$ cat config.mk
export PLATFORM = sky130hd
export DESIGN_NAME = fetch_unit
export DESIGN_NICKNAME = d
export VERILOG_FILES = /design/src/rtl/fetch_unit.sv
export SDC_FILE = /design/constraint.sdc
export NUM_CORES = 1
export LEC_CHECK = 0
export CORE_MARGIN = 2
export CORE_UTILIZATION = 41
export CTS_BUF_LIST = sky130_fd_sc_hd__clkbuf_2 sky130_fd_sc_hd__clkbuf_4 sky130_fd_sc_hd__clkbuf_8
export DETAILED_ROUTE_END_ITERATION = 10
export PLACE_DENSITY_LB_ADDON = 0.12
export SLEW_MARGIN = 20
export SYNTH_ARGS = -nofsm -noshare
export SYNTH_HDL_FRONTEND = slang
export SYNTH_SLANG_ARGS = --single-unit
$ cat constraint.sdc
create_clock -name clk -period 1.96 [get_ports clk]
set_input_delay 0.294 -clock clk [delete_from_list [all_inputs] [get_ports clk]]
set_output_delay 0.294 -clock clk [all_outputs]
set_load 0.1 [all_outputs]
$ cat src/rtl/fetch_unit.sv
`timescale 1ns/1ps
// fetch_unit: single-entry instruction fetch stage feeding decode.
// Holds the PC, addresses a combinational instruction memory and registers
// the fetched word into a valid/ready output slot. Redirects override
// everything and flush the held instruction.
// Optional build macro: FETCH_MISALIGN_TRAP_EN -- misaligned redirect targets
// raise a sticky fetch_fault and halt fetch instead of being force-aligned.
module fetch_unit #(
   parameter logic [31:0] RESET_PC = 32'h0000_0000
) (
   input  logic        clk,
   input  logic        rst_n,
   output logic [5:0]  imem_read_reg,
   input  logic [31:0] imem_read_data,
   input  logic        redirect_valid,
   input  logic [31:0] redirect_pc,
   input  logic        id_ready,
   output logic        id_valid,
   output logic [31:0] id_instr,
   output logic [31:0] id_pc,
   output logic        fetch_fault,
   output logic [31:0] fault_pc
);

   logic [31:0] pc_q, pc_d;
   logic        id_valid_q, id_valid_d;
   logic [31:0] id_instr_q, id_instr_d;
   logic [31:0] id_pc_q, id_pc_d;
   logic        fault_q;
   logic [31:0] fault_pc_q;
   logic [31:0] redirect_target;
   logic        advance;

`ifdef FETCH_MISALIGN_TRAP_EN
   logic        fault_d;
   logic [31:0] fault_pc_d;
   assign redirect_target = redirect_pc;
`else
   assign redirect_target = redirect_pc & ~32'h0000_0003;
   assign fault_q         = 1'b0;
   assign fault_pc_q      = '0;
`endif

   // Slot is free (empty or draining) and nothing overrides a sequential fetch
   assign advance = (!id_valid_q || id_ready) && !redirect_valid && !fault_q;

   // Next-state selection: redirect beats advance beats hold
   always_comb begin
      pc_d       = pc_q;
      id_valid_d = id_valid_q;
      id_instr_d = id_instr_q;
      id_pc_d    = id_pc_q;
`ifdef FETCH_MISALIGN_TRAP_EN
      fault_d    = fault_q;
      fault_pc_d = fault_pc_q;
`endif
      if (redirect_valid) begin
         // Any held instruction is either transferred this cycle or dropped;
         // either way the slot empties.
         pc_d       = redirect_target;
         id_valid_d = 1'b0;
`ifdef FETCH_MISALIGN_TRAP_EN
         if (redirect_pc[1:0] != 2'b00) begin
            fault_d    = 1'b1;
            fault_pc_d = redirect_pc;
         end else begin
            fault_d    = 1'b0;
         end
`endif
      end else if (advance) begin
         id_instr_d = imem_read_data;
         id_pc_d    = pc_q;
         id_valid_d = 1'b1;
         pc_d       = pc_q + 32'd4;
      end
   end

   // State registers with asynchronous reset
   always_ff @(posedge clk or negedge rst_n) begin
      if (!rst_n) begin
         pc_q       <= RESET_PC;
         id_valid_q <= 1'b0;
         id_instr_q <= '0;
         id_pc_q    <= '0;
`ifdef FETCH_MISALIGN_TRAP_EN
         fault_q    <= 1'b0;
         fault_pc_q <= '0;
`endif
      end else begin
         pc_q       <= pc_d;
         id_valid_q <= id_valid_d;
         id_instr_q <= id_instr_d;
         id_pc_q    <= id_pc_d;
`ifdef FETCH_MISALIGN_TRAP_EN
         fault_q    <= fault_d;
         fault_pc_q <= fault_pc_d;
`endif
      end
   end

   assign imem_read_reg = pc_q[7:2];
   assign id_valid      = id_valid_q;
   assign id_instr      = id_instr_q;
   assign id_pc         = id_pc_q;
   assign fetch_fault   = fault_q;
   assign fault_pc      = fault_pc_q;

endmodule

* Word-level counts from Yosys, hierarchy flattened
Cells that the tools add are included.
** Cells by class
- Order comparisons :: 0
- Div/mod/pow operators :: 0
- Shift-type cells :: 0
- Equality and inequality tests :: 0
- Add/subtract/negate cells :: 1
- Multipliers :: 0
- Reduce and logical (&&, ||, !) cells :: 6
- Muxes and demuxes :: 4
- Bitwise operators :: 1
** Operators by type and width (count)
- $mux W32 :: 2
- $add A32 B3 Y32 const B :: 1
- $logic_not A1 Y1 :: 2
- $mux W1 :: 2
- $reduce_and A2 Y1 :: 1
- $reduce_bool A2 Y1 :: 1
- $logic_and A1 B1 Y1 :: 1
- $logic_or A1 B1 Y1 :: 1
- $not A1 Y1 :: 1
** Storage, ports and cells
- Memories :: 0
- Bits in read-only memories :: 0
- Latch bits :: 0
- Logic and storage cells :: 16
- Bits in writable memories :: 0
- Register bits :: 97
- Output and inout port bits :: 104

* Logic depth before layout (Yosys ltp)
- Word-level depth :: 5
- Gate-level depth with buffers :: 7
- Mapped depth without buffers :: 5

* Worst setup path before layout
OpenSTA, ideal clock, no wires.
- Kind :: register -> register
- Start :: register id_valid_q, in the netlist id_valid
- End :: register pc_q[28]
- Cell stages (with the launch flop) :: 7
- Setup time :: 0.082 ns
- Data arrival time :: 2.450 ns
- Buffers on the path :: 2
- Clock period less this slack :: 2.532 ns
- Required time :: 1.878 ns
- Slack :: -0.572 ns
- Cells stage by stage :: dfrtp_1 > nor2b_1 > buf_2 > or4_1 > buf_2 > or4_1 > a31oi_1
** Between the ends
- Word-level cells in the longest chain between the ends :: 4
** Ends and longest elaborated chain
- start: declaration :: RTL line 26 : logic id_valid_q, id_valid_d;
- start signal: assignment :: RTL line 91 : id_valid_q <= id_valid_d;
- $logic_not A1 Y1 :: RTL line 45 : assign advance = (!id_valid_q || id_ready) && !redirect_valid && !fault_q;
- $logic_or A1 B1 Y1 :: RTL line 45
- $logic_and A1 B1 Y1 :: RTL line 45
- $reduce_bool A2 Y1 (no source line)
- end signal: assignment :: RTL line 90 : pc_q <= pc_d;
- end: declaration :: RTL line 25 : logic [31:0] pc_q, pc_d;
Every way passes these cells.
A chain may end at the register's enable or synchronous reset.

* Final worst setup path
- Start :: register pc_q[2]
- End :: register pc_q[20]
** Between the ends
- Word-level cells in the longest chain between the ends :: 3
** Ends and longest elaborated chain
- $add A32 B3 Y32 :: RTL line 74 : pc_d = pc_q + 32'd4;
- $mux W32 :: RTL line 70 : end else if (advance) begin
- $mux W32 :: RTL line 57 : if (redirect_valid) begin
Every way passes these cells. The select of a mux whose other input is x is not followed.

==> impl_metrics.yaml <==
clock_tree:
  cts_max_path_buffers: 2
  htreeDepth: 3
  cts_made_buffers: 9
  cts_tree: "done"
  path_clk_slew_ps: 90
  clk_latency_ps: 360
  cts_root_buf: "clkbuf_8"
  clock-sinks: 93
synth:
  synth-edff-count: 0
  synth_area_um2: 4478
  synthAdderAreaFrac: 0.002794
  synth_top_family_by_area: "multiplexers"
  synth_top_area_share: 0.5197
  async_reset_ff_frac: 1.000
  synthMuxAreaShare: 0.1581
  synthSimpleGateAreaFrac: 0.1411
  synth_area_per_cell_um2: 11.31
  synth_area_leaders: "dfrtp_1, mux2_2, buf_4"
  yosys.area_share.xor_xnor: 0.01369
  syn-instance-count: 396
  ys_seq_area_frac: 0.5197
  synth_compound_area_frac: 0.07097
  synth_flop_cell: "dfrtp_1"
  synth_seq_cells: 93
  yosysTopAreaCell: "dfrtp_1"
  ys_types: 42
  yosys_warnings: 0
route:
  drtPass1Iterations: 4
  vias: 3586
  detail_route.vias_per_cell: 5.015
  detail-route-antenna-nets: 0
  drc: 0
  drt-initial-drc-count: 127
  routed_wl_um: 11040
  wl_per_cell_um: 15.44
setup_path:
  cp.buffers_inverters: 1
  slowest_stage: "or4_4"
  crit_family: "simple AND/OR/NAND/NOR gates"
  path_common_cell: "or4_4"
  endpoint_kind: "flip-flop"
  crit_start: "pc_q[2]"
  timing.rr.end: "pc_q[20]"
  crit_path_cell_trace: "ha_4 > nand2_4 > or4_4 > buf_6 > or4_4 > a31oi_1"
  worst-setup-path-type: "flip-flop to flip-flop"
  cp.depth: 6
  r2r_slack_ps: 4
  critical_path.endpoint: "pc_q[20]"
  cp_max_fo: 7
  cp_data_required_time_ps: 2260
  reg2regPathDepth: 6
  cp.arrival_ps: 2250
  cpPeakStageDelay_ps: 540
  start_kind: "flip-flop"
  rr_startpoint: "pc_q[2]"
outcome:
  outcome: "complete, no violations"
placement:
  dp_slack_ps: -222.4
  post-dp-hpwl_um: 7968
  io_buffers: 134
  gp_congestion: 0.8277
grt:
  grt_pass1_vias: 3610
  grt_pass1_wl_um: 17420
  grt_overflow: 0
  grt_antenna_before_repair: 0
  grt.total_usage: 0.1903
  grt_start_max_net_pins: 40
floorplanning:
  design.die.area_um2: 11770
  rows: 38
  ioPinCount: 172
  core_um2: 10750
  die_h_um: 108.5
  die_x_um: 108.5
  start_util: 0.4167
timing:
  rsz0062_at_grt: "true"
  setup_violations: 0
  hold_viol: 0
  skew_ps: 6.011
  fin_ws_ps: 3.531
  layout_min_cycle_time_ps: 1956
  slew_violations: 0
  tightest_slew_ps: 559.5
  slew_headroom: 0.6235
  fmax_ghz: 0.5111
  setup_tns_ps: 0
  post-route-period-util: 0.9982
layout:
  layout-drive-gt1-share: 0.3861
  diodes: 0
  postLayoutCoreUtil: 0.5876
  syn_to_final_growth_pct: 40.99
  seq_area_um2: 2331
  multiInputGateArea_um2: 1941
  fill_cells: 925
  nets: 639
power:
  power_mw: 6.807
  peakVddDrop_mv: 0.6368
  leakage_nw: 2.711
  power_per_cell_area_nw_per_um2: 1078
flow_run:
  drv_cap: 0
worst_hold_path:
  hold_path.class: "primary input to async pin"
-- state kept, by name, summed over array words and instances (netlist names) --
register	cells
pc_q	30
id_instr	32
id_valid	1
id_pc	30
-- final cells by class --
type / instances / share of cell area
well taps: 140 / 0.02774
clock inverters: 5 / 0.009314
repair buffers: 191 / 0.2594
inverters: 5 / 0.002973
multi-input cells: 270 / 0.3074
flip-flops and latches: 93 / 0.3692
clock buffers: 11 / 0.02398
-- routing by layer --
| metal | vias up | track usage | share of wire | wire length [µm] |
|---|---|---|---|---|
| met2 | 114 | 0.2991 | 0.50 | 5532 |
| li1 | 1699 | - | - | - |
| met1 | 1761 | 0.2495 | 0.42 | 4593 |
| met5 | - | 0 | 0 | 0 |
| met4 | 0 | 0.08150 | 0.012 | 134 |
| met3 | 12 | 0.04822 | 0.071 | 783 |
-- cell families after synthesis --
kind of cell	count (synthesis)
XOR/XNOR	7
AO/OA/AOI/OAI	48
AND/OR/NAND/NOR	116
multiplexers	63
flip-flops	93
adder cells (fa/ha/maj)	1
buffers and inverters	67
other	1
-- cells in the mapped netlist (4+ instances only) --
cell type,count
clkbuf_1,18
nor2b_1,4
o21ai_0,12
or4_1,12
nand3_1,17
or3_1,5
o31ai_1,12
mux2_2,62
a31oi_1,13
xnor2_1,5
dfrtp_1,93
buf_4,41
nor4_1,4
nor3_1,6
nand2_1,23
inv_1,5
nand4_1,10
nor2_1,19
-- per-stage QoR --
stage          hold slack (ps)  cells  area (µm²)
2_1_floorplan           -1.591    430        4641
3_3_place_gp             309.3    690        5969
3_5_place_dp             314.1    690        5969
4_1_cts                  451.8    711        6238
5_1_grt                  476.6    715        6314
6_report                 432.5    715        6314
-- layout by cell type (no fill, tap or decap), drive strengths merged, types with 3 or more instances in the layout --
cell	count
buf	126
dfrtp	93
clkdlybuf4s50	64
mux2	62
conb	35
nand2	23
nor2	19
nand3	19
a31oi	13
or4	13
o31ai	12
o21ai	12
clkbuf	11
nand4	10
nor3	6
inv	5
xnor2	5
or3	5
nor2b	4
nor4	4
a22oi	3
nor3b	3
or2	3
-- worst min-delay path by stage --
stage           from           to  slack (ps)  cells after the start
2_1_floorplan  rst_n  id_instr[0]          -2                      0
3_3_place_gp   rst_n    id_pc[22]         310                      1
3_5_place_dp   rst_n    id_pc[20]         310                      1
4_1_cts        rst_n    id_pc[20]         450                      2
5_1_grt        rst_n    id_pc[20]         480                      2
6_report       rst_n    id_pc[20]         430                      2
-- report_power, final --
group          switching (mW)  internal, mW
Clock                   0.695         0.659
Sequential              0.164          2.18
Combinational            2.35         0.756
Total                    3.21          3.60
-- worst reg2reg max path, cell delays in order (launching register included) --
cell and delay [ps]:
dfrtp_1 400, ha_4 170, nand2_4 50, or4_4 540, buf_6 160, or4_4 400, a31oi_1 160
-- repair_timing --
item | CTS | global route
pin swaps | 7 | 9
setup endpoints to repair | 6 | 10
buffers inserted | 4 | 5
resized for setup | 7 | 7
hold buffers | 1 | 0
endpoints found under the hold margin | 36 | 0
Power figures use the tool's default switching activity.
